**config.mk**
```make
export PLATFORM = sky130hd
export DESIGN_NAME = rns_modmul_seq
export DESIGN_NICKNAME = d
export VERILOG_FILES = /design/src/rtl/rns_pkg.sv /design/src/rtl/rns_mod_step.sv /design/src/rtl/rns_modmul_seq.sv
export SDC_FILE = /design/constraint.sdc
export NUM_CORES = 1
export LEC_CHECK = 0
export BUFFER_PORTS_ARGS = -buffer_cell sky130_fd_sc_hd__buf_2
export CORE_MARGIN = 8
export CORE_UTILIZATION = 55
export CTS_CLUSTER_SIZE = 30
export DETAILED_ROUTE_END_ITERATION = 7
export PLACE_DENSITY = 0.78
export SYNTH_ARGS = -nofsm -noshare
export SYNTH_HDL_FRONTEND = slang
export SYNTH_HIERARCHICAL = 1
export SYNTH_SLANG_ARGS = --single-unit
```
**constraint.sdc**
```tcl
create_clock -name clk -period 3.95 [get_ports clk]
set_input_delay 0.79 -clock clk [delete_from_list [all_inputs] [get_ports clk]]
set_output_delay 0.79 -clock clk [all_outputs]
set_load 0.1 [all_outputs]
```
**src/rtl/rns_pkg.sv**
```systemverilog
// Shared constants and FSM state type for the RNS residue channels.
// Holds the residue width, the channel moduli and the 2-bit state enum.
package rns_pkg;

  localparam int RNS_WIDTH = 6;
  localparam int RNS_MOD0  = 61;
  localparam int RNS_MOD1  = 63;
  localparam int RNS_MOD2  = 64;

  typedef enum logic [1:0] {
    IDLE = 2'd0,
    RUN  = 2'd1,
    DONE = 2'd2
  } state_e;

endpackage

```
**src/rtl/rns_mod_step.sv**
```systemverilog
// One interleaved shift-add step: acc_o = (2*acc_i + bit_i*a_i) mod MOD.
// Ports: acc_i, a_i (WIDTH), bit_i (1) -> acc_o (WIDTH). Combinational.
module rns_mod_step
  import rns_pkg::*;
#(
  parameter int WIDTH = RNS_WIDTH,
  parameter int MOD   = RNS_MOD0
) (
  input  logic [WIDTH-1:0] acc_i,
  input  logic [WIDTH-1:0] a_i,
  input  logic             bit_i,
  output logic [WIDTH-1:0] acc_o
);

  // One extra bit so MOD == 2**WIDTH is representable.
  localparam logic [WIDTH:0] MODC = (WIDTH+1)'(MOD);

  logic [WIDTH:0] dbl;
  logic [WIDTH:0] red1;
  logic [WIDTH:0] sum;
  logic [WIDTH:0] red2;

  // Each single subtract suffices since both addends are < MOD.
  always_comb begin
    dbl   = {acc_i, 1'b0};
    red1  = (dbl >= MODC) ? dbl - MODC : dbl;
    sum   = bit_i ? red1 + {1'b0, a_i} : red1;
    red2  = (sum >= MODC) ? sum - MODC : sum;
    acc_o = WIDTH'(red2);
  end

endmodule

```
**src/rtl/rns_modmul_seq.sv**
```systemverilog
// Sequential (a*b) mod MOD, MSB-first, one multiplier bit per cycle.
// Ports: clk, rst_n, in_valid/in_ready/in_a/in_b, out_valid/out_ready/
// out_result; out_err only with RNS_MODMUL_RANGE_CHECK_EN defined.
module rns_modmul_seq
  import rns_pkg::*;
#(
  parameter int WIDTH = RNS_WIDTH,
  parameter int MOD   = RNS_MOD0
) (
  input  logic             clk,
  input  logic             rst_n,
  input  logic             in_valid,
  output logic             in_ready,
  input  logic [WIDTH-1:0] in_a,
  input  logic [WIDTH-1:0] in_b,
  output logic             out_valid,
  input  logic             out_ready,
  output logic [WIDTH-1:0] out_result
`ifdef RNS_MODMUL_RANGE_CHECK_EN
  ,
  output logic             out_err
`endif
);

  localparam int CW = (WIDTH > 1) ? $clog2(WIDTH) : 1;

  state_e           state_q, state_d;
  logic [WIDTH-1:0] a_q, a_d;
  logic [WIDTH-1:0] b_q, b_d;
  logic [WIDTH-1:0] acc_q, acc_d;
  logic [CW-1:0]    cnt_q, cnt_d;
  logic [WIDTH-1:0] step;

`ifdef RNS_MODMUL_RANGE_CHECK_EN
  localparam logic [WIDTH:0] MODC = (WIDTH+1)'(MOD);
  logic err_q, err_d;
  logic bad;
  assign bad = ({1'b0, in_a} >= MODC) |
               ({1'b0, in_b} >= MODC);
  assign out_err = err_q;
`endif

  rns_mod_step #(
    .WIDTH(WIDTH),
    .MOD  (MOD)
  ) u_step (
    .acc_i(acc_q),
    .a_i  (a_q),
    .bit_i(b_q[cnt_q]),
    .acc_o(step)
  );

  assign in_ready   = (state_q == IDLE);
  assign out_valid  = (state_q == DONE);
  assign out_result = acc_q;

  always_comb begin
    state_d = state_q;
    a_d     = a_q;
    b_d     = b_q;
    acc_d   = acc_q;
    cnt_d   = cnt_q;
`ifdef RNS_MODMUL_RANGE_CHECK_EN
    err_d   = err_q;
`endif
    unique case (state_q)
      IDLE: begin
        if (in_valid) begin
          a_d   = in_a;
          b_d   = in_b;
          acc_d = '0;
          cnt_d = CW'(WIDTH-1);
`ifdef RNS_MODMUL_RANGE_CHECK_EN
          // Bad operands skip RUN; acc stays 0.
          err_d   = bad;
          state_d = bad ? DONE : RUN;
`else
          state_d = RUN;
`endif
        end
      end
      RUN: begin
        acc_d = step;
        cnt_d = cnt_q - CW'(1);
        if (cnt_q == '0) state_d = DONE;
      end
      DONE: begin
        if (out_ready) begin
          state_d = IDLE;
`ifdef RNS_MODMUL_RANGE_CHECK_EN
          err_d   = 1'b0;
`endif
        end
      end
      default: state_d = IDLE;
    endcase
  end

  always_ff @(posedge clk or negedge rst_n) begin
    if (!rst_n) begin
      state_q <= IDLE;
      a_q     <= '0;
      b_q     <= '0;
      acc_q   <= '0;
      cnt_q   <= '0;
`ifdef RNS_MODMUL_RANGE_CHECK_EN
      err_q   <= 1'b0;
`endif
    end else begin
      state_q <= state_d;
      a_q     <= a_d;
      b_q     <= b_d;
      acc_q   <= acc_d;
      cnt_q   <= cnt_d;
`ifdef RNS_MODMUL_RANGE_CHECK_EN
      err_q   <= err_d;
`endif
    end
  end

endmodule
```
# Word-level counts from Yosys, hierarchy flattened
# Cells that the tools add are included.
op_classes:
  magnitude_cmp: 3
  addsub: 4
  n_reduce_logical: 6
  eq_ne: 5
  n_mux: 13
ops:
  columns: ["op", "n"]
  rows:
  - [">= comparator 7 x 6 -> 1 bit (second input constant)", 2]
  - ["two-way mux 7 bit", 2]
  - ["two-way mux 6 bit", 2]
  - ["case mux 6 bit (2 select lines)", 1]
  - ["adder 7 x 6 -> 7 bit", 1]
  - ["subtractor 7 x 6 -> 7 bit (second input constant)", 1]
  - ["two-way mux 2 bit", 3]
  - ["case mux 2 bit (3 select lines)", 1]
  - ["case mux 3 bit (2 select lines)", 1]
  - ["subtractor 6 bit (second input constant)", 1]
  - ["< comparator 3 x 4 -> 1 bit (second input constant)", 1]
  - ["inequality test 2 bit (second input constant)", 2]
  - ["AND reduction 2 bit", 2]
  - ["binary-select mux 1 bit (select 3 bit)", 1]
  - ["zero test 3 bit", 1]
  - ["two-way mux 3 bit", 1]
  - ["AND reduction 3 bit", 1]
  - ["subtractor 3 x 1 -> 3 bit (second input constant)", 1]
  - ["== test 2 x 1 -> 1 bit (second input constant)", 1]
  - ["== test 2 bit (second input constant)", 1]
  - ["zero test 2 bit", 1]
  - ["inequality test 2 x 1 -> 1 bit (second input constant)", 1]
  - ["nonzero test 2 bit", 1]
  - ["two-way mux 1 bit", 1]
word_totals:
  reg_bits: 23
  elab_cells: 36
  out_inout_bits: 8

# Logic depth before layout (Yosys ltp)
depth:
  ltp_word: 7
  mapped_depth: 13

# By module
# The synthesis kept the hierarchy.
modules_own_cells:
  columns: ["module", "n_inst", "area_each_um2", "cells_each"]
  rows:
  - ["rns_modmul_seq", 1, 1013.5, 68]
  - ["rns_mod_step", 1, 700.7, 88]

# Least setup slack after synthesis
# No wires, ideal clock.
synth_path:
  kind: "register to register"
  start: "reg acc_q[0] (netlist: out_result[0])"
  end: "reg acc_q[3] (netlist: out_result[3])"
  synth_period_minus_slack_ps: 3997
  slack_ps: -47
  n_path_buf: 0
  t_arrival_ps: 3874
  path_stages_with_launch: 14
  t_required_ps: 3826
  setup_time_ps: 124
  cell_sequence: "dfrtp_1 -> ha_1 -> a41o_2 -> mux2i_1 -> inv_1 -> ha_1 -> nand3_1 -> a21oi_1 -> nor2b_1 -> mux2i_1 -> o31ai_4 -> and3_1 -> o22a_1 -> a22o_1"
synth_via:
  elab_chain_len: 7
synth_rtl:
  columns: ["item", "line_no", "rtl"]
  rows:
  - ["start: declaration", "rns_modmul_seq.sv:30", "logic [WIDTH-1:0] acc_q, acc_d;"]
  - ["start signal: assignment", "rns_modmul_seq.sv:104", "acc_q <= '0;"]
  - ["start signal: assignment", "rns_modmul_seq.sv:113", "acc_q <= acc_d;"]
  - ["subtractor 7 x 6 -> 7 bit or >= comparator 7 x 6 -> 1 bit (tied branches)", "rns_mod_step.sv:26", "red1 = (dbl >= MODC) ? dbl - MODC : dbl;"]
  - ["two-way mux 7 bit *", "rns_mod_step.sv:26", null]
  - ["adder 7 x 6 -> 7 bit", "rns_mod_step.sv:27", "sum = bit_i ? red1 + {1'b0, a_i} : red1;"]
  - ["two-way mux 7 bit *", "rns_mod_step.sv:27", null]
  - ["subtractor 6 bit or >= comparator 7 x 6 -> 1 bit (tied branches)", "rns_mod_step.sv:28", "red2 = (sum >= MODC) ? sum - MODC : sum;"]
  - ["two-way mux 6 bit *", "rns_mod_step.sv:28", null]
  - ["via step[3]", "rns_modmul_seq.sv:32", "logic [WIDTH-1:0] step;"]
  - ["case mux 6 bit (2 select lines) *", "rns_modmul_seq.sv:66", "unique case (state_q)"]
# The timed path passes the listed nets; every way through them passes the cells marked *.
# A chain may end at the register's enable or synchronous reset.

# Final worst setup path
# Same ends and word-level chain as after synthesis.

==> qor.csv <==
metric,value,unit
path_clk_slew,0.12,ns
ctsLongestPathBuffers,2,
postCtsSetupBuffers,0,
final_cell_mix,"buf_2, dfrtp_1, ha_1, nand2_1, mux2_4",
multi_input_area,1080,um^2
start_util,0.571,
synth_nets,185,
synth_edf_count,0,
hold_viol,0,
placed_area,1850,um^2
cp_max_fo,9,
gp_congestion,0.857,
maxSlewViolCount,0,
slowest_stage,dfrtp_2,
hpwl,2.73,mm
wirelength,3.49,mm
path_depth,13,
crit_path_end_kind,register,
setup_violations,0,
areaGrowthSynthToFinish,9.63,%
syn-mean-instance-area,11.0,um^2
clock-sinks,23,
layout_commonest_cell,buf_2,
die_h,71.8,um
cpMostUsedCell,ha_1,
ant_nets,0,
final.setup_skew,0.00892,ns
worstSkewPairLatency,0.31,ns
synthFlopType,dfrtp_1,
route.detailed.drc,0,
post_route_cells_drive_above_1_share,0.306,
criticalPathCategory,register to register,
overflow,0,
synth_area,1710,um^2
grt_pass1_wl,6.00,mm
critPathArrivalTime,3.91,ns
cts_max_level,1,
path_delay_family,compound AO/OA/AOI/OAI gates,
period_share,0.937,
clockRootBuffer,clkbuf_4,
reg2regPathDepth,13,
ys_seq_area_frac,0.336,
layout_min_cycle_time,3.70,ns
grt.total_usage,0.144,
wl_per_cell,16.4,um
die_area,5160,um^2
worst_pin_slew,0.665,ns
drt-initial-drc-count,73,
cts_buffers,3,
design_area,1880,um^2
pin_count,24,
final.setup.tns,0,ns
cp.required,4.16,ns
post_cts_resized,0,
drv_cap,0,
grt_pass1_vias,1288,
cts_tree,done,
outcome,finished clean,
ctsHoldBuffers,0,
final_nets,210,
synthArstFlopShare,1.00,
n_fill_cell,248,
start_kind,register,
via_per_inst,6.08,
crit_path_max_incr_delay,0.49,ns
critPathBufInv,1,
regArea,578,um^2
hold_class,input port to asynchronous set/reset pin,
via_count,1296,
firstDrtPassIters,4,
num_antenna_cells,0,
placement.io_buffers,23,
synth-seq-cells,23,
yosys_warnings,6,
rows,20,
dieWidth,71.8,um
fmax,0.270,GHz
syn_inst,156,
antenna_found_initial,0,
core_area,3000,um^2
rsz0062_at_grt,no,
cp_cell_sequence,ha_1 -> a41o_2 -> mux2i_1 -> inv_1 -> ha_1 -> nand3_1 -> a21oi_1 -> o31ai_1 -> xor2_1 -> o31ai_4 -> and3_1 -> o22a_1 -> a22o_1,
grt_max_degree,24,
slew_headroom,0.554,
synthDistinctLibCells,47,
-- cells by family after synthesis --
| group | count (synthesis) | synth area share |
|---|---|---|
| muxes | 22 | 0.174 |
| AOI/OAI and AO/OA | 38 | 0.180 |
| buffers and inverters | 13 | 0.0409 |
| and+or+nand+nor | 42 | 0.145 |
| DFF | 23 | 0.336 |
| adders and majority gates | 13 | 0.0993 |
| xor gates and xnor gates | 5 | 0.0256 |
-- worst register-to-register path: stages, from the launching register on --
cell and delay (ns):
dfrtp_2 0.49, ha_1 0.30, a41o_2 0.34, mux2i_1 0.29, inv_1 0.10, ha_1 0.35, nand3_1 0.13, a21oi_1 0.09
o31ai_1 0.24, xor2_1 0.45, o31ai_4 0.16, and3_1 0.22, o22a_1 0.21, a22o_1 0.21
-- metrics by stage --
stage	std cells	utilization	hold slack [ns]	worst slack (ns)
2_1_floorplan	156	-	0.450	0.204
3_3_place_gp	209	0.616	0.463	0.420
3_5_place_dp	209	0.616	0.473	0.304
4_1_cts	213	0.625	0.433	0.279
5_1_grt	213	0.626	0.458	0.0164
6_report	213	0.626	0.425	0.249
-- flip-flops by register name, summed over array words and instances, names as in the netlist --
name and count:
cnt_q 3, a_q 6, b_q 6, out_result 6, state_q 2
-- path summary, 6_finish.rpt --
check	start	to	slack (ns)
max in group asynchronous	rst_n	out_result[0]	3.14
min in group clk	cnt_q[1]	cnt_q[1]	0.51
max	out_result[0]	out_result[3]	0.25
min reg2reg	cnt_q[1]	cnt_q[1]	0.51
min	rst_n	b_q[1]	0.42
max reg2reg	out_result[0]	out_result[3]	0.25
-- layer usage --
metal	part of all wire	up-vias	wire length (um)	GRT usage
li1	-	624	-	-
met1	0.45	637	1590	0.176
met2	0.50	28	1740	0.242
met3	0.028	7	97	0.0167
met4	0.018	0	63	0.0703
met5	0	-	0	0
-- cell usage after synthesis (2+ instances only) --
cell      count  area [um^2]
a21o_1        2         15.0
a21oi_1       7         35.0
a22o_1        6         52.6
dfrtp_1      23          576
ha_1         12          150
inv_1         9         33.8
mux2_2        2         22.5
mux2_4       10          150
mux2i_1       8         80.1
nand2_1      10         37.5
nand2b_1      3         18.8
nand3_1       8         40.0
nand3b_1      4         30.0
nor2_1        3         11.3
nor2b_1       6         37.5
o21ai_0       7         35.0
o31ai_1       3         22.5
xnor2_1       3         26.3
xor2_1        2         17.5
-- layout make-up --
| type | instances | share of cell area |
|---|---|---|
| timing repair buffer | 24 | 0.0652 |
| clock buffer | 4 | 0.0140 |
| multi-input combinational | 120 | 0.573 |
| sequential | 23 | 0.308 |
| tap | 33 | 0.0220 |
| inverter | 9 | 0.0180 |
Power is left out: the tool's default activity adds up to more than one toggle a clock period on the data nets, which glitch-free logic cannot reach.
